[src/rtl/rx_ds_char.sv]
// ---------------------------------------------------------------------------
// rx_ds_char
//
// Character assembler for the receive side of a DS link. It takes the bit
// pairs recovered by the data/strobe receiver, hunts for the first NULL
// (ESC followed by FCT) to find character alignment, and then decodes
// control characters, data bytes, NULLs and time codes. Odd parity and
// escape sequences are checked. Every decoded character or error is
// reported as a registered one-cycle pulse.
//
// Ports
//   rxClk        receive clock (DS receiver domain)
//   rxReset      synchronous active-high reset
//   dq[1:0]      recovered bit pair, dq[1] is the earlier bit on the wire
//   dqValid      dq carries a new pair this cycle
//   dqParity     receiver parity indication, unused here
//   synced       high from the first NULL until an error or reset
//   gotNull      NULL received
//   gotFct       FCT received
//   gotEop       EOP received
//   gotEep       EEP received
//   gotData      data byte received, rxData valid
//   rxData[7:0]  last received data byte (held between pulses)
//   gotTime      time code received, timeCode valid
//   timeCode[7:0] last received time code (held between pulses)
//   parityError  parity check failed on a character header
//   escError     ESC followed by anything other than FCT or a data char
// ---------------------------------------------------------------------------
module rx_ds_char (
    input  logic       rxClk,
    input  logic       rxReset,
    input  logic [1:0] dq,
    input  logic       dqValid,
    input  logic       dqParity,
    output logic       synced,
    output logic       gotNull,
    output logic       gotFct,
    output logic       gotEop,
    output logic       gotEep,
    output logic       gotData,
    output logic [7:0] rxData,
    output logic       gotTime,
    output logic [7:0] timeCode,
    output logic       parityError,
    output logic       escError
);

    typedef enum logic [1:0] {
        HUNT,
        HEAD,
        CTRL,
        DATA
    } state_t;

    // NULL as seen on the wire, oldest bit first: x,1,1,1,0,1,0,0.
    // The leading x is the ESC parity bit, which depends on history.
    localparam logic [7:0] NULL_PAT  = 8'b0111_0100;
    localparam logic [7:0] NULL_MASK = 8'b0111_1111;

    state_t     state_q;
    logic       synced_q;
    logic       slip_q;
    logic       lastBit_q;
    logic       prevPar_q;
    logic       escPend_q;
    logic [1:0] cnt_q;
    logic [7:0] hist_q;
    logic [7:0] shift_q;
    logic [7:0] rxData_q;
    logic [7:0] timeCode_q;
    logic       gotNull_q;
    logic       gotFct_q;
    logic       gotEop_q;
    logic       gotEep_q;
    logic       gotData_q;
    logic       gotTime_q;
    logic       parityError_q;
    logic       escError_q;

    logic [1:0] pair_d;
    logic [7:0] histNext_d;
    logic [7:0] histSlip_d;
    logic [7:0] shiftNext_d;
    logic       matchAligned;
    logic       matchSlip;
    logic       headParOk;
    logic       unusedParity;

    assign unusedParity = dqParity;

    // When characters start on dq[0], a character pair straddles two
    // receiver pairs: the held dq[0] of the previous valid pair followed by
    // dq[1] of the current one. Data bits arrive LSB first, so each pair is
    // shifted in from the top with the earlier bit landing lower.
    always_comb begin
        pair_d       = slip_q ? {lastBit_q, dq[1]} : dq;
        histNext_d   = {hist_q[5:0], dq};
        histSlip_d   = {hist_q[6:0], dq[1]};
        shiftNext_d  = {pair_d[0], pair_d[1], shift_q[7:2]};
        matchAligned = ((histNext_d & NULL_MASK) == NULL_PAT);
        matchSlip    = ((histSlip_d & NULL_MASK) == NULL_PAT);
        headParOk    = prevPar_q ^ pair_d[1] ^ pair_d[0];
    end

    // Main decoder. The two alignments of the NULL pattern cannot match on
    // the same pair (they disagree on the third-newest bit), so slip is
    // simply taken from the misaligned detector on a match. Errors drop
    // back to HUNT with a cleared history so stale bits cannot fake a NULL.
    always_ff @(posedge rxClk) begin
        if (rxReset) begin
            state_q       <= HUNT;
            synced_q      <= 1'b0;
            slip_q        <= 1'b0;
            lastBit_q     <= 1'b0;
            prevPar_q     <= 1'b0;
            escPend_q     <= 1'b0;
            cnt_q         <= 2'd0;
            hist_q        <= 8'h00;
            shift_q       <= 8'h00;
            rxData_q      <= 8'h00;
            timeCode_q    <= 8'h00;
            gotNull_q     <= 1'b0;
            gotFct_q      <= 1'b0;
            gotEop_q      <= 1'b0;
            gotEep_q      <= 1'b0;
            gotData_q     <= 1'b0;
            gotTime_q     <= 1'b0;
            parityError_q <= 1'b0;
            escError_q    <= 1'b0;
        end else begin
            gotNull_q     <= 1'b0;
            gotFct_q      <= 1'b0;
            gotEop_q      <= 1'b0;
            gotEep_q      <= 1'b0;
            gotData_q     <= 1'b0;
            gotTime_q     <= 1'b0;
            parityError_q <= 1'b0;
            escError_q    <= 1'b0;
            if (dqValid) begin
                lastBit_q <= dq[0];
                case (state_q)
                    HUNT: begin
                        hist_q <= histNext_d;
                        if (matchAligned || matchSlip) begin
                            slip_q    <= matchSlip;
                            prevPar_q <= 1'b0;
                            escPend_q <= 1'b0;
                            synced_q  <= 1'b1;
                            gotNull_q <= 1'b1;
                            state_q   <= HEAD;
                        end
                    end
                    HEAD: begin
                        if (!headParOk) begin
                            parityError_q <= 1'b1;
                            synced_q      <= 1'b0;
                            escPend_q     <= 1'b0;
                            hist_q        <= 8'h00;
                            state_q       <= HUNT;
                        end else if (pair_d[0]) begin
                            state_q <= CTRL;
                        end else begin
                            cnt_q   <= 2'd0;
                            state_q <= DATA;
                        end
                    end
                    CTRL: begin
                        prevPar_q <= pair_d[1] ^ pair_d[0];
                        state_q   <= HEAD;
                        if (escPend_q) begin
                            if (pair_d == 2'b00) begin
                                gotNull_q <= 1'b1;
                                escPend_q <= 1'b0;
                            end else begin
                                escError_q <= 1'b1;
                                synced_q   <= 1'b0;
                                escPend_q  <= 1'b0;
                                hist_q     <= 8'h00;
                                state_q    <= HUNT;
                            end
                        end else begin
                            case (pair_d)
                                2'b00:   gotFct_q  <= 1'b1;
                                2'b01:   gotEop_q  <= 1'b1;
                                2'b10:   gotEep_q  <= 1'b1;
                                default: escPend_q <= 1'b1;
                            endcase
                        end
                    end
                    DATA: begin
                        shift_q <= shiftNext_d;
                        cnt_q   <= cnt_q + 2'd1;
                        if (cnt_q == 2'd3) begin
                            prevPar_q <= ^shiftNext_d;
                            state_q   <= HEAD;
                            if (escPend_q) begin
                                timeCode_q <= shiftNext_d;
                                gotTime_q  <= 1'b1;
                                escPend_q  <= 1'b0;
                            end else begin
                                rxData_q  <= shiftNext_d;
                                gotData_q <= 1'b1;
                            end
                        end
                    end
                    default: state_q <= HUNT;
                endcase
            end
        end
    end

    assign synced      = synced_q;
    assign gotNull     = gotNull_q;
    assign gotFct      = gotFct_q;
    assign gotEop      = gotEop_q;
    assign gotEep      = gotEep_q;
    assign gotData     = gotData_q;
    assign rxData      = rxData_q;
    assign gotTime     = gotTime_q;
    assign timeCode    = timeCode_q;
    assign parityError = parityError_q;
    assign escError    = escError_q;

endmodule

[config.mk]
export PLATFORM = sky130hd
export DESIGN_NAME = rx_ds_char
export DESIGN_NICKNAME = d
export VERILOG_FILES = /design/src/rtl/rx_ds_char.sv
export SDC_FILE = /design/constraint.sdc
export NUM_CORES = 1
export LEC_CHECK = 0
export ABC_AREA = 1
export CORE_ASPECT_RATIO = 1.75
export CORE_MARGIN = 1
export CORE_UTILIZATION = 55
export DETAILED_ROUTE_END_ITERATION = 8
export GPL_ROUTABILITY_DRIVEN = 0
export PLACE_DENSITY_LB_ADDON = 0.05
export REMOVE_ABC_BUFFERS = 1
export SLEW_MARGIN = 20
export SYNTH_ARGS = -nofsm -noshare
export SYNTH_HDL_FRONTEND = slang
export SYNTH_SLANG_ARGS = --single-unit
[constraint.sdc]
create_clock -name rxClk -period 3 [get_ports rxClk]
set_input_delay 0.9 -clock rxClk [delete_from_list [all_inputs] [get_ports rxClk]]
set_output_delay 0.9 -clock rxClk [all_outputs]
set_load 0.02 [all_outputs]
==> run metrics <==
die footprint 3970 sq um; Vias per Instance 5.18; final number of max-transition violations 0; CTS Sinks 45; H-tree depth 2; RSZ-0062 raised after global routing no; Rel. slew slack 58.1%; Root Driver clkbuf_8; post_cts resized 0; CP Capture Type flop; number of buffers created by CTS 5; Setup TNS 0 ns; CP max FO 4; reg2reg start slip_q$_SDFFE_PP0P_; Critical path origin dq[1]; met2 Use GR 43.8%; Vias 1,832; largest net degree at the start of global routing 25; met1 usage 24.0%; postcts setup bufs 0; hold slack 0.462 ns; final setup fails 0; Synth cell types 28; VDD IR max 478 uV; initial core utilization 56.9%; antenna violations before repair 0; Mapped Area 2040 sq um; Fin. Hold Viols 0; Yosys warning total 0; CTS Hold Bufs 0; die height 82.6 um; Initial DRC Count 54; Max Cap Violations 0; Worst Tran Pin Value 0.628 ns; Final ANT Viol Nets 0; Leakage approximately 1.1 nW; # DRC 0; clock slew at reported path FFs 0.09 ns; share of layout cells above drive strength 1 11.7%; total grt overflow 0; first-pass GRT wire length 6710 um; Layout area overhead 26.5%; Layout Nets between 300 and 400; final clock skew 0.00800 ns; Final Critical Period approximately 2.6 ns; worst hold start lastBit_q$_SDFFE_PP0P_; Buffers on Ports 29; drt wl/cell 12.4 um; Fmax achieved 382 MHz; GR peak layer met2; cell count after synthesis 262; vias in the first global route ~1,600; Hold Path Depth 2; TritonCTS clock tree yes; sequential share of the synthesized area 44.1%; Syn Area/Cell 7.80 sq um; fill cell count 287; Tcrit/Tclk final 87.3%; Pre-antenna DRT Iters 5; # IOs 31; Bufs on Longest Clock Path 2; Worst Setup Path Type input pin to flop; Total GRT Usage 24.1%; hold crit path type flop to flop; status complete, no violations; DP Wirelength 3090 um; Die W 48.1 um; final WL between 4000 and 5000 um; core box area 3590 sq um; clk_lat worst skew 0.30 ns; PwrDens between 400 and 500 nW/um^2; WP data required ~3.2 ns; #FFs+latches synth 45; Arr. time, crit path 2.86 ns; diodes inserted 0; # rows 29; grt met3 use 5.43%; crit start category input pin; Reg2Reg Depth 11
-- through the flow --
stage / instances / util (%) / worst slack, ns / instance area [sq um] / power (mW)
floorplan: 255 / - / 0.731 / 2000 / 0.650
global placement: 346 / 68.7 / 0.119 / 2470 / 0.682
detailed placement: 346 / 68.7 / 0.110 / 2470 / 0.683
CTS: 354 / 71.9 / 0.406 / 2580 / 1.15
global route: 354 / 71.9 / 0.213 / 2580 / 1.19
finish: 354 / 71.9 / 0.382 / 2580 / 1.15
-- final cells by class --
cell class	count	area (sq um)	share of cell area, %
tap	46	57.6	2.23
clock buffer	7	86.3	3.34
timing repair buffer	45	410	15.9
clock inverter	1	30.0	1.16
inverter	36	140	5.42
sequential	45	901	34.9
multi-input combinational	174	958	37.1
-- power by group --
part	internal [mW]	switching, mW
Clock	0.272	0.205
Sequential	0.601	0.00232
Combinational	0.0275	0.0386
-- registers in the layout, summed over array words and instances, names as in the netlist, 2 cells and up --
signal    flops
cnt_q         2
hist_q        6
rxData        8
shift_q       6
state_q       2
timeCode      8
-- path summary, 6_finish.rpt --
kind,end,slack (ns)
setup reg to reg,cnt_q[1]$_SDFFE_PP0P_,1.08
hold / removal,lastBit_q$_SDFFE_PP0P_,0.46
hold reg to reg,lastBit_q$_SDFFE_PP0P_,0.46
setup / recovery,cnt_q[1]$_SDFFE_PP0P_,0.38
-- cells in the mapped netlist --
| master | number | area share (%) |
|---|---|---|
| a211oi_1 | 1 | 0.37 |
| a211oi_2 | 3 | 1.8 |
| a21oi_1 | 33 | 8.1 |
| a21oi_2 | 1 | 0.43 |
| buf_2 | 2 | 0.49 |
| buf_6 | 2 | 1.1 |
| clkbuf_1 | 3 | 0.55 |
| clkinv_4 | 1 | 0.43 |
| dfxtp_1 | 45 | 44 |
| ha_1 | 11 | 6.7 |
| inv_1 | 33 | 6.1 |
| inv_2 | 2 | 0.37 |
| nand2_1 | 44 | 8.1 |
| nand2_2 | 1 | 0.31 |
| nand3_1 | 17 | 4.2 |
| nand3b_1 | 1 | 0.37 |
| nand4_1 | 2 | 0.61 |
| nand4_4 | 1 | 1.0 |
| nor2_1 | 26 | 4.8 |
| nor2_2 | 1 | 0.31 |
| nor3_1 | 2 | 0.49 |
| nor3_4 | 2 | 1.6 |
| nor4_1 | 1 | 0.31 |
| o21a_1 | 2 | 0.73 |
| o21ai_0 | 22 | 5.4 |
| o21ai_2 | 1 | 0.43 |
| xnor2_1 | 1 | 0.43 |
| xor2_1 | 1 | 0.43 |
-- critical path, stage by stage --
cell	delay (ns)
clkdlybuf4s50_1	0.52
o21a_1	0.24
xor2_1	0.17
ha_1	0.24
inv_1	0.07
nand2_1	0.15
a21oi_1	0.18
nand2_1	0.11
inv_1	0.09
nand3_1	0.07
a21oi_1	0.13
-- kinds of logic after synthesis --
group / share of synthesized area (%)
AND/OR/NAND/NOR: 22.0
flip-flops: 44.1
AO/OA/AOI/OAI: 17.3
buffers and inverters: 9.00
adder cells (fa/ha/maj): 6.74
XOR/XNOR: 0.857
-- per-layer routing --
metal  part of all wire, %  wire [um]
met2                    54       2370
met3                   2.8        121
met4                   2.5        111
met1                    41       1780
met5                     0          0
-- cell usage in the layout, fill, tap and decap left out, types with 2 or more instances in the layout --
cell type	netlist	routed
a211oi_2	3	3
a21oi_1	33	33
buf_4	0	16
clkbuf_8	0	6
clkdlybuf4s50_1	0	29
dfxtp_1	45	45
ha_1	11	11
inv_1	33	33
inv_2	2	2
nand2_1	44	44
nand3_1	17	17
nand4_1	2	2
nor2_1	26	26
nor3_1	2	2
nor3_4	2	2
o21a_1	2	2
o21ai_0	22	22
No activity file was read; power rests on OpenSTA's default activity.
==> patch 1, RTL diff (same settings) <==
Make the reset (`rxReset`) asynchronous in one clocked block. Comments in the files are not updated.
--- a/src/rtl/rx_ds_char.sv
+++ b/src/rtl/rx_ds_char.sv
@@ -108,3 +108,3 @@
     // back to HUNT with a cleared history so stale bits cannot fake a NULL.
-    always_ff @(posedge rxClk) begin
+    always_ff @(posedge rxClk or posedge rxReset) begin
         if (rxReset) begin
Behaviour: differs if rxReset is asserted again (counterexample within 10 cycles, from zero or initial values and one cycle with rxReset high); with rxReset held inactive, the same outputs for 10 cycles.
==> patch 1 against the original RTL <==
Routed wire length down 9.8%. Count of clock-buffer cells in the layout down 1. Setup slack worse by 0.13 ns. Area after synthesis up 3.9%. Final area about the same. Sequential share of layout area up 8.7 points. Sequential cell count unchanged. Critical path type unchanged. Highest routed layer unchanged.
Power is not compared: it rests on default switching activity, and its combinational part moved more than twofold at a synthesized area within 25%.
==> patch 1: results (changes against the original RTL) <==
<table>
<tr><th>Metric</th><th>Value</th></tr>
<tr><th colspan="2">Status</th></tr>
<tr><td>Result of the run</td><td>finished, final reports clean (unchanged)</td></tr>
<tr><th colspan="2">Placement</th></tr>
<tr><td>Total instance count after detailed placement</td><td>318 (was 346)</td></tr>
<tr><td>Pre-CTS setup slack</td><td>0.002574 ns (was 0.1101 ns)</td></tr>
<tr><td>Post-DP Area</td><td>0.002502 mm2 (was 0.002467 mm2)</td></tr>
<tr><td>Placed wire-length estimate after detailed placement</td><td>3.033 mm (was 3.089 mm)</td></tr>
<tr><th colspan="2">STA</th></tr>
<tr><td>Crit path time final</td><td>2.743 ns (was 2.618 ns)</td></tr>
<tr><td>Worst max-slew margin expressed relative to the limit</td><td>63.17% (was 58.11%)</td></tr>
<tr><td>Setup Skew</td><td>0.01172 ns (was 0.008004 ns)</td></tr>
<tr><th colspan="2">Yosys</th></tr>
<tr><td>Fraction of registers with async set/reset</td><td>100.0% (was 0%)</td></tr>
<tr><td>Number of library cell types mapped by synthesis</td><td>27 (was 28)</td></tr>
<tr><td>Cells taking the most area after synthesis</td><td>dfrtp_1 53%, nand2_1 9.7%, ha_1 6.5% (was dfxtp_1 44%, a21oi_1 8.1%, nand2_1 8.1%)</td></tr>
<tr><td>Main synth FF type</td><td>dfrtp_1 (was dfxtp_1)</td></tr>
<tr><td>Cell types with the highest counts after synthesis</td><td>55 x nand2_1, 45 x dfrtp_1, 32 x inv_1 (was 45 x dfxtp_1, 44 x nand2_1, 33 x a21oi_1, 33 x inv_1, 26 x nor2_1)</td></tr>
<tr><th colspan="2">Detailed routing</th></tr>
<tr><td>Post-detailed-routing wire length</td><td>3.951 mm (was 4.381 mm)</td></tr>
<tr><td>Drt wl/cell</td><td>12.12 um (was 12.38 um)</td></tr>
<tr><td>Violation count after the first detailed-routing iteration</td><td>36 (was 54)</td></tr>
<tr><th colspan="2">Setup path</th></tr>
<tr><td>Length in cells of the worst reg-to-reg path</td><td>10 (was 11)</td></tr>
<tr><td>Worst Path Arrival</td><td>2.95 ns (was 2.86 ns)</td></tr>
<tr><td>Slack of the worst reg-to-reg path</td><td>0.93 ns (was 1.08 ns)</td></tr>
<tr><td>CP endpoint</td><td>cnt_q[1] (unchanged)</td></tr>
<tr><td>Reg-to-reg critical path startpoint</td><td>slip_q (unchanged)</td></tr>
<tr><th colspan="2">Layout</th></tr>
<tr><td>Fraction of layout instances using a drive strength above 1</td><td>8.929% (was 11.69%)</td></tr>
<tr><td># nets final</td><td>296 (was 324)</td></tr>
<tr><th colspan="2">GRT</th></tr>
<tr><td>Via count of the first global-routing pass</td><td>1650 (was 1573)</td></tr>
<tr><td>All-Layer GR Usage</td><td>22.37% (was 24.12%)</td></tr>
<tr><td>Global-route wire length before repair</td><td>7.031 mm (was 6.706 mm)</td></tr>
<tr><td>Largest net degree at the start of global routing</td><td>46 (was 25)</td></tr>
</table>
## patch 1: cell types whose count changed in the layout (fill, tap and decap cells not counted), sizes merged, moves of 3 or more
cell,delta
o21ai,+6
buf,-7
a21oi,-23
dfxtp,-45
dfrtp,+45
nand3,-5
nand2,+11
nor2,-3
a211oi,-3
## patch 1: cell type report
class | count | area (um2)
fillers | 304 | 1080
repair buffers | 38 | 357.8
well taps | 46 | 57.56
clock inverters | 2 | 10.01
inverters | 34 | 127.6
flip-flops and latches | 45 | 1126
clock buffers | 6 | 72.57
multi-input cells | 155 | 833.3
## patch 1: worst min path at each step
stage	endpoint	startpoint	slack, ns	depth (start not counted)
floorplan	cnt_q[0]	cnt_q[0]	0.46	1
global placement	cnt_q[0]	cnt_q[0]	0.47	1
detailed placement	rxData[1]	rxData[1]	0.48	2
CTS	cnt_q[0]	cnt_q[0]	0.49	1
global route	cnt_q[0]	cnt_q[0]	0.51	1
finish	cnt_q[0]	cnt_q[0]	0.49	1
## patch 1: metrics by stage
| stage | utilization [%] | power (mW) |
|---|---|---|
| 2_1_floorplan | - | 1.453 |
| 4_1_cts | 70.54 | 2.077 |
| 3_3_place_gp | 68.28 | 1.695 |
| 5_1_grt | 70.54 | 2.223 |
| 3_5_place_dp | 68.28 | 1.721 |
| 6_report | 70.54 | 2.057 |
## patch 1: kinds of logic after synthesis
kind of cell             Yosys count  synth area share (%)
buffers and inverters             39                 7.665
XOR/XNOR                           2                0.8256
flip-flops                        45                 53.07
AND/OR/NAND/NOR                   98                 20.87
multiplexers                       1                0.4717
AO/OA/AOI/OAI                     43                 10.61
adder cells (fa/ha/maj)           11                 6.486
## patch 1: worst max-delay path, delay by kind of cell
kind	cells	cell delay (ns)
AOI/OAI and AO/OA	3	0.53
and+or+nand+nor	4	0.49
adders and majority gates	1	0.33
buffers and inverters	3	0.69
## patch 1: power groups by stage
stage | Clock (mW) | Combinational, mW | Sequential [mW]
3_5_place_dp | 0 | 0.828 | 0.893
5_1_grt | 0.384 | 0.934 | 0.905
4_1_cts | 0.362 | 0.833 | 0.882
2_1_floorplan | 0 | 0.530 | 0.924
6_report | 0.350 | 0.826 | 0.881
3_3_place_gp | 0 | 0.808 | 0.887
## patch 1: layer usage
layer	GRT usage, %	up-vias	wire length [um]	part of all wire [%]
met1	25.03	730	1614	41
met5	0	-	0	0
met4	10.96	0	61	1.5
li1	-	830	-	-
met2	41.16	35	2202	56
met3	2.355	8	73	1.8
==> patch 2, RTL diff (same settings) <==
Made on the original files. Register the inputs `dq`, `dqValid` and `dqParity` before use, without a reset. The logic sees them one clock later. Comments in the files are not updated.
--- a/src/rtl/rx_ds_char.sv
+++ b/src/rtl/rx_ds_char.sv
@@ -59,2 +59,12 @@
 
+    logic [1:0] dq_q;
+    logic dqValid_q;
+    logic dqParity_q;
+
+    always_ff @(posedge rxClk) begin
+        dq_q       <= dq;
+        dqValid_q  <= dqValid;
+        dqParity_q <= dqParity;
+    end
+
     state_t     state_q;
@@ -88,3 +98,3 @@
 
-    assign unusedParity = dqParity;
+    assign unusedParity = dqParity_q;
 
@@ -95,5 +105,5 @@
     always_comb begin
-        pair_d       = slip_q ? {lastBit_q, dq[1]} : dq;
-        histNext_d   = {hist_q[5:0], dq};
-        histSlip_d   = {hist_q[6:0], dq[1]};
+        pair_d       = slip_q ? {lastBit_q, dq_q[1]} : dq_q;
+        histNext_d   = {hist_q[5:0], dq_q};
+        histSlip_d   = {hist_q[6:0], dq_q[1]};
         shiftNext_d  = {pair_d[0], pair_d[1], shift_q[7:2]};
@@ -138,4 +148,4 @@
             escError_q    <= 1'b0;
-            if (dqValid) begin
-                lastBit_q <= dq[0];
+            if (dqValid_q) begin
+                lastBit_q <= dq_q[0];
                 case (state_q)
Check against the original RTL: not equivalent (Yosys sat finds a counterexample within 10 cycles, from zero or initial values and one cycle with rxReset high).
==> patch 2 against the original RTL <==
Power is essentially flat. Utilization shrank 2.3 points. Routed wire length shrank 3.4%. Final area shrank 2.3%. Setup slack gained 0.33 ns. Maximum frequency grew 14%. Clock skew grew 0.0010 ns. Sequential power grew 7.8%. Sequential cell count grew 3. Combinational power shrank 17%. Area after synthesis grew 3.2%. Critical endpoint is now synced. Highest routed layer unchanged.
==> patch 2: results (changes against the original RTL) <==
<table>
<tr><th>Metric</th><th>Value</th></tr>
<tr><th colspan="2">Status</th></tr>
<tr><td>Result of the run</td><td>finished, final reports clean (unchanged)</td></tr>
<tr><th colspan="2">Power</th></tr>
<tr><td>Worst vdd rail ir drop</td><td>0.4226 mV (was 0.4779 mV)</td></tr>
<tr><td>Pleak</td><td>1.018 nW (was 1.057 nW)</td></tr>
<tr><td>Power Dens Cells</td><td>454.0 mW/mm2 (was 443.2 mW/mm2)</td></tr>
<tr><th colspan="2">Placement</th></tr>
<tr><td>Post-DP Area</td><td>0.002426 mm2 (was 0.002467 mm2)</td></tr>
<tr><td>IO Port Bufs</td><td>29 (unchanged)</td></tr>
<tr><td>Placed wire-length estimate after detailed placement</td><td>3.056 mm (was 3.089 mm)</td></tr>
<tr><th colspan="2">Layout</th></tr>
<tr><td>Fill cells</td><td>291 (was 287)</td></tr>
<tr><td># nets final</td><td>312 (was 324)</td></tr>
<tr><td>Fraction of layout instances using a drive strength above 1</td><td>7.483% (was 11.69%)</td></tr>
<tr><th colspan="2">Detailed routing</th></tr>
<tr><td>Detailed-route via count</td><td>1747 (was 1832)</td></tr>
<tr><td>Violation count after the first detailed-routing iteration</td><td>36 (was 54)</td></tr>
<tr><td>First drt pass iteration count</td><td>4 (was 5)</td></tr>
<tr><td>Drt wl/cell</td><td>12.45 um (was 12.38 um)</td></tr>
<tr><th colspan="2">Yosys</th></tr>
<tr><td>Fraction of registers with async set/reset</td><td>0% (unchanged)</td></tr>
<tr><td>Sequential cell area fraction in the yosys report</td><td>45.55% (was 44.09%)</td></tr>
<tr><td>Number of library cell types mapped by synthesis</td><td>31 (was 28)</td></tr>
<tr><td>Cell types with the highest counts after synthesis</td><td>48 x dfxtp_1, 40 x nand2_1, 35 x inv_1 (was 45 x dfxtp_1, 44 x nand2_1, 33 x a21oi_1, 33 x inv_1, 26 x nor2_1)</td></tr>
<tr><td>Cells taking the most area after synthesis</td><td>dfxtp_1 46%, a21oi_1 7.4%, nand2_1 7.1% (was dfxtp_1 44%, a21oi_1 8.1%, nand2_1 8.1%)</td></tr>
<tr><th colspan="2">Setup path</th></tr>
<tr><td>Worst Path Arrival</td><td>2.49 ns (was 2.86 ns)</td></tr>
<tr><td>CP Max Fanout</td><td>9 (was 4)</td></tr>
<tr><th colspan="2">GRT</th></tr>
<tr><td>Global-route wire length before repair</td><td>6.969 mm (was 6.706 mm)</td></tr>
<tr><td>All-Layer GR Usage</td><td>22.02% (was 24.12%)</td></tr>
<tr><td>Via count of the first global-routing pass</td><td>1638 (was 1573)</td></tr>
<tr><td>Largest net degree at the start of global routing</td><td>28 (was 25)</td></tr>
<tr><th colspan="2">Floorplan</th></tr>
<tr><td>Core box area</td><td>0.003628 mm2 (was 0.003592 mm2)</td></tr>
<tr><th colspan="2">STA</th></tr>
<tr><td>Worst max-slew margin expressed relative to the limit</td><td>57.65% (was 58.11%)</td></tr>
<tr><td>Setup Skew</td><td>0.009036 ns (was 0.008004 ns)</td></tr>
<tr><th colspan="2">CTS</th></tr>
<tr><td>H-tree level count</td><td>2 (unchanged)</td></tr>
</table>
## patch 2: metrics by stage
step / cells / util (%) / total power [mW] / worst slack (ns) / hold WS [ns]
6_report: 340 / 69.59 / 1.146 / 0.7109 / 0.4716
5_1_grt: 340 / 69.59 / 1.182 / 0.5510 / 0.5000
4_1_cts: 340 / 69.59 / 1.150 / 0.7276 / 0.4760
3_5_place_dp: 334 / 66.86 / 0.7201 / 0.7297 / 0.4631
3_3_place_gp: 334 / 66.86 / 0.7195 / 0.7854 / 0.4604
2_1_floorplan: 257 / - / 0.6977 / 1.000 / 0.4393
## patch 2: worst paths after layout
path,startpoint,endpoint,slack [ns],cells past startpoint
worst min-delay path,hist_q[4],hist_q[4],0.47,2
worst max-delay path,slip_q,synced,0.71,11
worst min register to register,hist_q[4],hist_q[4],0.47,2
worst max register to register,slip_q,synced,0.71,11
## patch 2: critical path, stage by stage (launching register included)
cell	delay, ns
dfxtp_1	0.39
inv_1	0.07
or2_2	0.27
o21a_1	0.18
xor2_1	0.17
ha_1	0.29
nor2_1	0.21
inv_1	0.14
nand4_4	0.18
clkinv_4	0.10
a21oi_1	0.13
nor2_1	0.06
## patch 2: where the power goes
| part | internal, mW | switching (mW) |
|---|---|---|
| Combinational | 0.0203 | 0.0343 |
| Clock | 0.239 | 0.202 |
| Sequential | 0.644 | 0.00679 |
## patch 2: kinds of logic after synthesis
group	synth area share, %
fa+ha+maj	6.524
simple gates	21.17
buf+inv	9.015
compound gates	16.90
flops	45.55
xor+xnor	0.8305
## patch 2: layout make-up
cell class	count	area [um2]	area share (%)
sequential	48	960.9	38.06
multi-input combinational	172	958.4	37.96
timing repair buffer	31	305.3	12.09
inverter	37	143.9	5.699
clock buffer	5	68.82	2.725
tap	46	57.56	2.279
clock inverter	1	30.03	1.189
## patch 2: metal layers
metal,global-route usage (%),routed length (um),vias to the layer above
met1,22.30,1749,798
li1,-,-,921
met3,4.372,87,5
met4,8.824,59,0
met2,42.17,2337,23
met5,0,0,-
